File: src/rtl/vc_sched_pkg.sv
// vc_sched_pkg: shared types, default quanta and select padding for the VC plane scheduler
package vc_sched_pkg;
  localparam int WEIGHT_W_DEF = 4;
  typedef logic [WEIGHT_W_DEF-1:0] weight_t;
  localparam logic SEL_PAD = 1'b0;
  function automatic int unsigned default_weight(input int unsigned p, input int unsigned crit);
    return (p == 0) ? crit : 1;
  endfunction
endpackage

File: src/rtl/vc_rr_search.sv
// vc_rr_search: rotating priority finder, first set bit of elig_i at or after start_i
module vc_rr_search #(
  parameter int N  = 4,
  parameter int IW = $clog2(N)
) (
  input  logic [N-1:0]  elig_i,
  input  logic [IW-1:0] start_i,
  output logic          found_o,
  output logic [IW-1:0] idx_o
);
  always_comb begin
    found_o = 1'b0;
    idx_o   = '0;
    // Scan from the far end so the closest plane to start_i wins last
    for (int i = N - 1; i >= 0; i--) begin
      if (elig_i[(int'(start_i) + i) % N]) begin
        found_o = 1'b1;
        idx_o   = IW'((int'(start_i) + i) % N);
      end
    end
  end
endmodule

File: src/rtl/vc_plane_scheduler.sv
// vc_plane_scheduler: weighted rotating VC plane selector with shadowed run-time quanta
module vc_plane_scheduler
  import vc_sched_pkg::*;
#(
  parameter int VC          = 4,
  parameter int WEIGHT_W    = 4,
  parameter int CRIT_WEIGHT = 3,
  parameter int INIT        = 0,
  parameter int SKIP_IDLE   = 0
) (
  input  logic                   clk,
  input  logic                   rst,
  input  logic [VC-1:0]          req_i,
  input  logic                   hold_i,
  input  logic                   cfg_load_i,
  input  logic [VC*WEIGHT_W-1:0] cfg_weight_i,
  output logic [VC:0]            sel_o,
  output logic [VC-1:0]          sel_onehot_o,
  output logic                   sel_valid_o,
  output logic                   slot_last_o
);
  localparam int IW = $clog2(VC);
  function automatic logic [VC*WEIGHT_W-1:0] def_w();
    logic [VC*WEIGHT_W-1:0] r;
    r = '0;
    for (int p = 0; p < VC; p++) r[p*WEIGHT_W +: WEIGHT_W] = WEIGHT_W'(default_weight(p, CRIT_WEIGHT));
    return r;
  endfunction
  localparam logic [VC*WEIGHT_W-1:0] W_DEF = def_w();
  localparam logic [WEIGHT_W-1:0] SLOT_INIT = W_DEF[INIT*WEIGHT_W +: WEIGHT_W];
  logic [IW-1:0]          cur_q, start, idx;
  logic [WEIGHT_W-1:0]    slot_q;
  logic [VC*WEIGHT_W-1:0] w_act_q, w_shd_q, w_eff;
  logic                   pend_q, found, adv;
  logic [VC-1:0]          elig, elig_eff;
  for (genvar p = 0; p < VC; p++) begin : g_elig
    assign elig[p]     = (w_act_q[p*WEIGHT_W +: WEIGHT_W] != '0) && ((SKIP_IDLE == 0) || req_i[p]);
    assign elig_eff[p] = (w_eff[p*WEIGHT_W +: WEIGHT_W] != '0) && ((SKIP_IDLE == 0) || req_i[p]);
  end
  assign w_eff = pend_q ? w_shd_q : w_act_q;
  assign start = (cur_q == IW'(VC - 1)) ? '0 : cur_q + 1'b1;
  assign adv   = (slot_q <= WEIGHT_W'(1)) || !elig[cur_q];
  vc_rr_search #(.N(VC), .IW(IW)) u_search (
    .elig_i  (elig_eff),
    .start_i (start),
    .found_o (found),
    .idx_o   (idx)
  );
  always_ff @(posedge clk) begin
    if (rst) begin
      cur_q   <= IW'(INIT);
      slot_q  <= SLOT_INIT;
      w_act_q <= W_DEF;
      w_shd_q <= W_DEF;
      pend_q  <= 1'b0;
    end else begin
      if (cfg_load_i) begin
        w_shd_q <= cfg_weight_i;
        pend_q  <= 1'b1;
      end
      if (!hold_i && adv) begin
        cur_q  <= found ? idx : cur_q;
        slot_q <= found ? w_eff[int'(idx)*WEIGHT_W +: WEIGHT_W] : '0;
        // A load landing on this boundary keeps pend set and commits at the next one
        if (pend_q) begin
          w_act_q <= w_shd_q;
          pend_q  <= cfg_load_i;
        end
      end else if (!hold_i) begin
        slot_q <= slot_q - 1'b1;
      end
    end
  end
  assign sel_o        = {{(VC + 1 - IW){SEL_PAD}}, cur_q};
  assign sel_onehot_o = VC'(1) << cur_q;
  assign sel_valid_o  = elig[cur_q];
  assign slot_last_o  = (slot_q == WEIGHT_W'(1)) && !hold_i;
endmodule

File: config.mk
export PLATFORM = sky130hd
export DESIGN_NAME = vc_plane_scheduler
export DESIGN_NICKNAME = d
export VERILOG_FILES = /design/src/rtl/vc_sched_pkg.sv /design/src/rtl/vc_rr_search.sv /design/src/rtl/vc_plane_scheduler.sv
export SDC_FILE = /design/constraint.sdc
export NUM_CORES = 1
export LEC_CHECK = 0
export ABC_CLOCK_PERIOD_IN_PS = 8100
export CAP_MARGIN = 25
export CORE_UTILIZATION = 57
export DETAILED_ROUTE_END_ITERATION = 7
export PLACE_DENSITY = 0.84
export REMOVE_ABC_BUFFERS = 1
export SYNTH_ARGS = -nofsm -noshare
export SYNTH_HDL_FRONTEND = slang
export SYNTH_HIERARCHICAL = 1
export SYNTH_SLANG_ARGS = --single-unit
File: constraint.sdc
create_clock -name clk -period 8.1 [get_ports clk]
set_clock_uncertainty 0.15 [all_clocks]
set_input_delay 1.62 -clock clk [delete_from_list [all_inputs] [get_ports clk]]
set_output_delay 1.62 -clock clk [all_outputs]
set_load 0.02 [all_outputs]
==> flow_metrics.env <==
export IMPL_gr_usage_met2_pct=38.7
export IMPL_synth_top_cell_by_area="dfxtp_1"
export IMPL_most_common_layout_cells="nor2_1 (42), dfxtp_1 (39), mux2i_1 (36)"
export IMPL_timing_final_crit_period_ps=4850
export IMPL_crit_type="input pin to output port"
export IMPL_synthArstFlopShare_pct=0
export IMPL_min_from="w_shd_q[4]$_SDFFE_PP1P_"
export IMPL_hold_viol_final=0
export IMPL_ys_types=47
export IMPL_nNetsFinal=285
export IMPL_ys_seq_area_share_pct=36.2
export IMPL_globalRouteTotalUtil_pct=23.7
export IMPL_grt_pass1_wl_um=7480
export IMPL_critPathMaxFanout=8
export IMPL_grt_pass1_vias=1622
export IMPL_numPortBuffers=27
export IMPL_p_leak_nw=0.941
export IMPL_cap_violations=0
export IMPL_regToRegEndpoint="slot_q[3]$_SDFFE_PP0P_"
export IMPL_drt_iter0_drc=80
export IMPL_cts_sinks=39
export IMPL_cts_clk_slew_worst_paths_ps=70
export IMPL_cts_tree="yes"
export IMPL_synth_edf_count=0
export IMPL_finalSetupViolations=0
export IMPL_fmax_ghz=0.206
export IMPL_power_density_mw_per_mm2=164
export IMPL_cts_resized=0
export IMPL_final_common_cell="nor2_1"
export IMPL_maxSlewViolCount=0
export IMPL_synth_mux_area_share_pct=24.6
export IMPL_final_setup_tns_ps=0
export IMPL_die_x_um=63.5
export IMPL_ys_ff_latch=39
export IMPL_slew_headroom_pct=35.2
export IMPL_rsz0062_at_grt="no"
export IMPL_clk_path_buf_depth=2
export IMPL_cts_inserted_buffers=5
export IMPL_hold_buffers=0
export IMPL_crit_arrival_ps=3080
export IMPL_gp_congestion=0.845
export IMPL_r2r_start="pend_q$_SDFF_PP0_"
export IMPL_routed_wl_um=4240
export IMPL_antenna_left=0
export IMPL_synth_top_family_by_area="multiplexers"
export IMPL_dieArea_sq_mm=0.00403
export IMPL_antenna_found_initial=0
export IMPL_n_antenna_cell=0
export IMPL_min_delay_path_class="register to register"
export IMPL_initial_utilization_pct=62.2
export IMPL_ir_drop_v=0.000119
export IMPL_hold_ws_ps=333
export IMPL_busiest_layer="met2"
export IMPL_grt_max_degree=40
export IMPL_ys_warn_count=6
export IMPL_hpwl_um=3060
export IMPL_clock_latency_ps=290
export IMPL_end_kind="output port"
export IMPL_synth_flop_cell="dfxtp_1"
export IMPL_htreeDepth=2
export IMPL_yosysTopAreaCellShare_pct=36.2
export IMPL_core_area_sq_mm=0.00347
export IMPL_drc=0
export IMPL_startpoint="hold_i"
export IMPL_use_met1_pct=31.0
export IMPL_postCtsSetupBuffers=0
export IMPL_worst_pin_slew_ps=970
export IMPL_drive_gt1_share_pct=10.2
export IMPL_setup_ws_ps=3250
export IMPL_synth_simple_area_share_pct=19.5
export IMPL_status="completed"
export IMPL_finalCritPeriodShare_pct=59.8
export IMPL_clock_root_buffer="clkbuf_8"
export IMPL_dp_slack_ps=3240
export IMPL_synth_adder_area_share_pct=3.48
export IMPL_synth_compound_area_share_pct=9.98
export IMPL_ff2ff_path_depth=7
export IMPL_ios=35
export IMPL_syn2layout_area_growth_pct=16.6
export IMPL_synthesis_area_sq_mm=0.00216
export IMPL_crit_required_ps=6330
export IMPL_via_per_inst=5.79
export IMPL_netlist_instances=231
export IMPL_vias=1748
export IMPL_overflow=0
export IMPL_r2r_slack_ps=4300
export IMPL_drt_pass1_iterations=4
export IMPL_endpoint="slot_last_o"
export IMPL_wire_per_inst_um=14.0
export IMPL_synthXorXnorAreaFrac_pct=0.406
export IMPL_start_kind="input pin"
export IMPL_die_h_um=63.5
export IMPL_grtUsageMet3_pct=5.62
export IMPL_num_rows=21
export IMPL_total_power_w=0.000413
export IMPL_synth_avg_cell_area_sq_um=9.33
export IMPL_ys_top_cells_by_area="dfxtp_1 (36%), mux2i_1 (17%), nor2_1 (7.3%), mux4_2 (4.2%), mux2_2 (3.7%)"
[cells in the mapped netlist, types with 2 or more instances]
cell      number
inv_1          6
ha_1           6
clkbuf_1       6
nand2_1       13
nand3_1        6
nor4_1         3
dfxtp_1       39
nand2b_1       3
a21oi_1        8
nand4_1        2
o31ai_1        2
buf_4          3
mux2i_1       36
mux4_2         4
a21boi_0       2
buf_2          4
nor2_1        42
nor3_1         8
a41oi_1        3
mux2_2         7
nor3b_1        2
[stage by stage]
| step | utilization, % | cell area, sq um | instances |
|---|---|---|---|
| 5_1_grt | 72.5 | 2510 | 302 |
| 2_1_floorplan | - | 2070 | 218 |
| 3_5_place_dp | 69.7 | 2420 | 293 |
| 3_3_place_gp | 69.3 | 2400 | 292 |
| 6_report | 72.5 | 2510 | 302 |
| 4_1_cts | 72.0 | 2500 | 301 |
[kinds of logic (layout without fill, tap and decap cells)]
| family | Yosys count | count (layout) |
|---|---|---|
| AND/OR/NAND/NOR | 88 | 88 |
| XOR/XNOR | 1 | 1 |
| AO/OA/AOI/OAI | 27 | 27 |
| adder cells (fa/ha/maj) | 6 | 6 |
| buffers and inverters | 22 | 45 |
| other | 1 | 3 |
| multiplexers | 47 | 47 |
| flip-flops | 39 | 39 |
[state kept, by name (all words and copies together) (netlist names)]
signal	count
slot_q	4
pend_q	1
cur_q	2
w_shd_q	16
w_act_q	16
[critical path: stages]
cell and delay, ps:
clkdlybuf4s50_1 530, nor4b_1 280, clkdlybuf4s50_1 650
[worst min-delay path by stage]
stage | cells past startpoint | end
2_1_floorplan | 2 | w_shd_q[4]$_SDFFE_PP1P_
4_1_cts | 2 | w_shd_q[4]$_SDFFE_PP1P_
6_report | 2 | w_shd_q[4]$_SDFFE_PP1P_
5_1_grt | 2 | w_shd_q[4]$_SDFFE_PP1P_
3_5_place_dp | 2 | w_shd_q[4]$_SDFFE_PP1P_
3_3_place_gp | 2 | w_shd_q[4]$_SDFFE_PP1P_
[report_power, final]
group | switching (W) | internal, W
clock | 0.0000635 | 0.0000604
combinational | 0.0000385 | 0.0000395
sequential | 0.0000106 | 0.000200
total | 0.000113 | 0.000300
[per-layer routing]
metal	up-vias	wire, um
met5	-	0
met4	0	51
met3	5	201
met2	46	2020
met1	825	1970
li1	872	-
[final cells by class]
class                   instances  area [sq um]
clock buffers                   7          76.3
clock inverters                 1          5.00
fillers                       298           955
inverters                       7          26.3
multi-input cells             172          1260
flip-flops and latches         39           781
well taps                      46          57.6
repair buffers                 30           308
(Power assumes the default switching activity.)
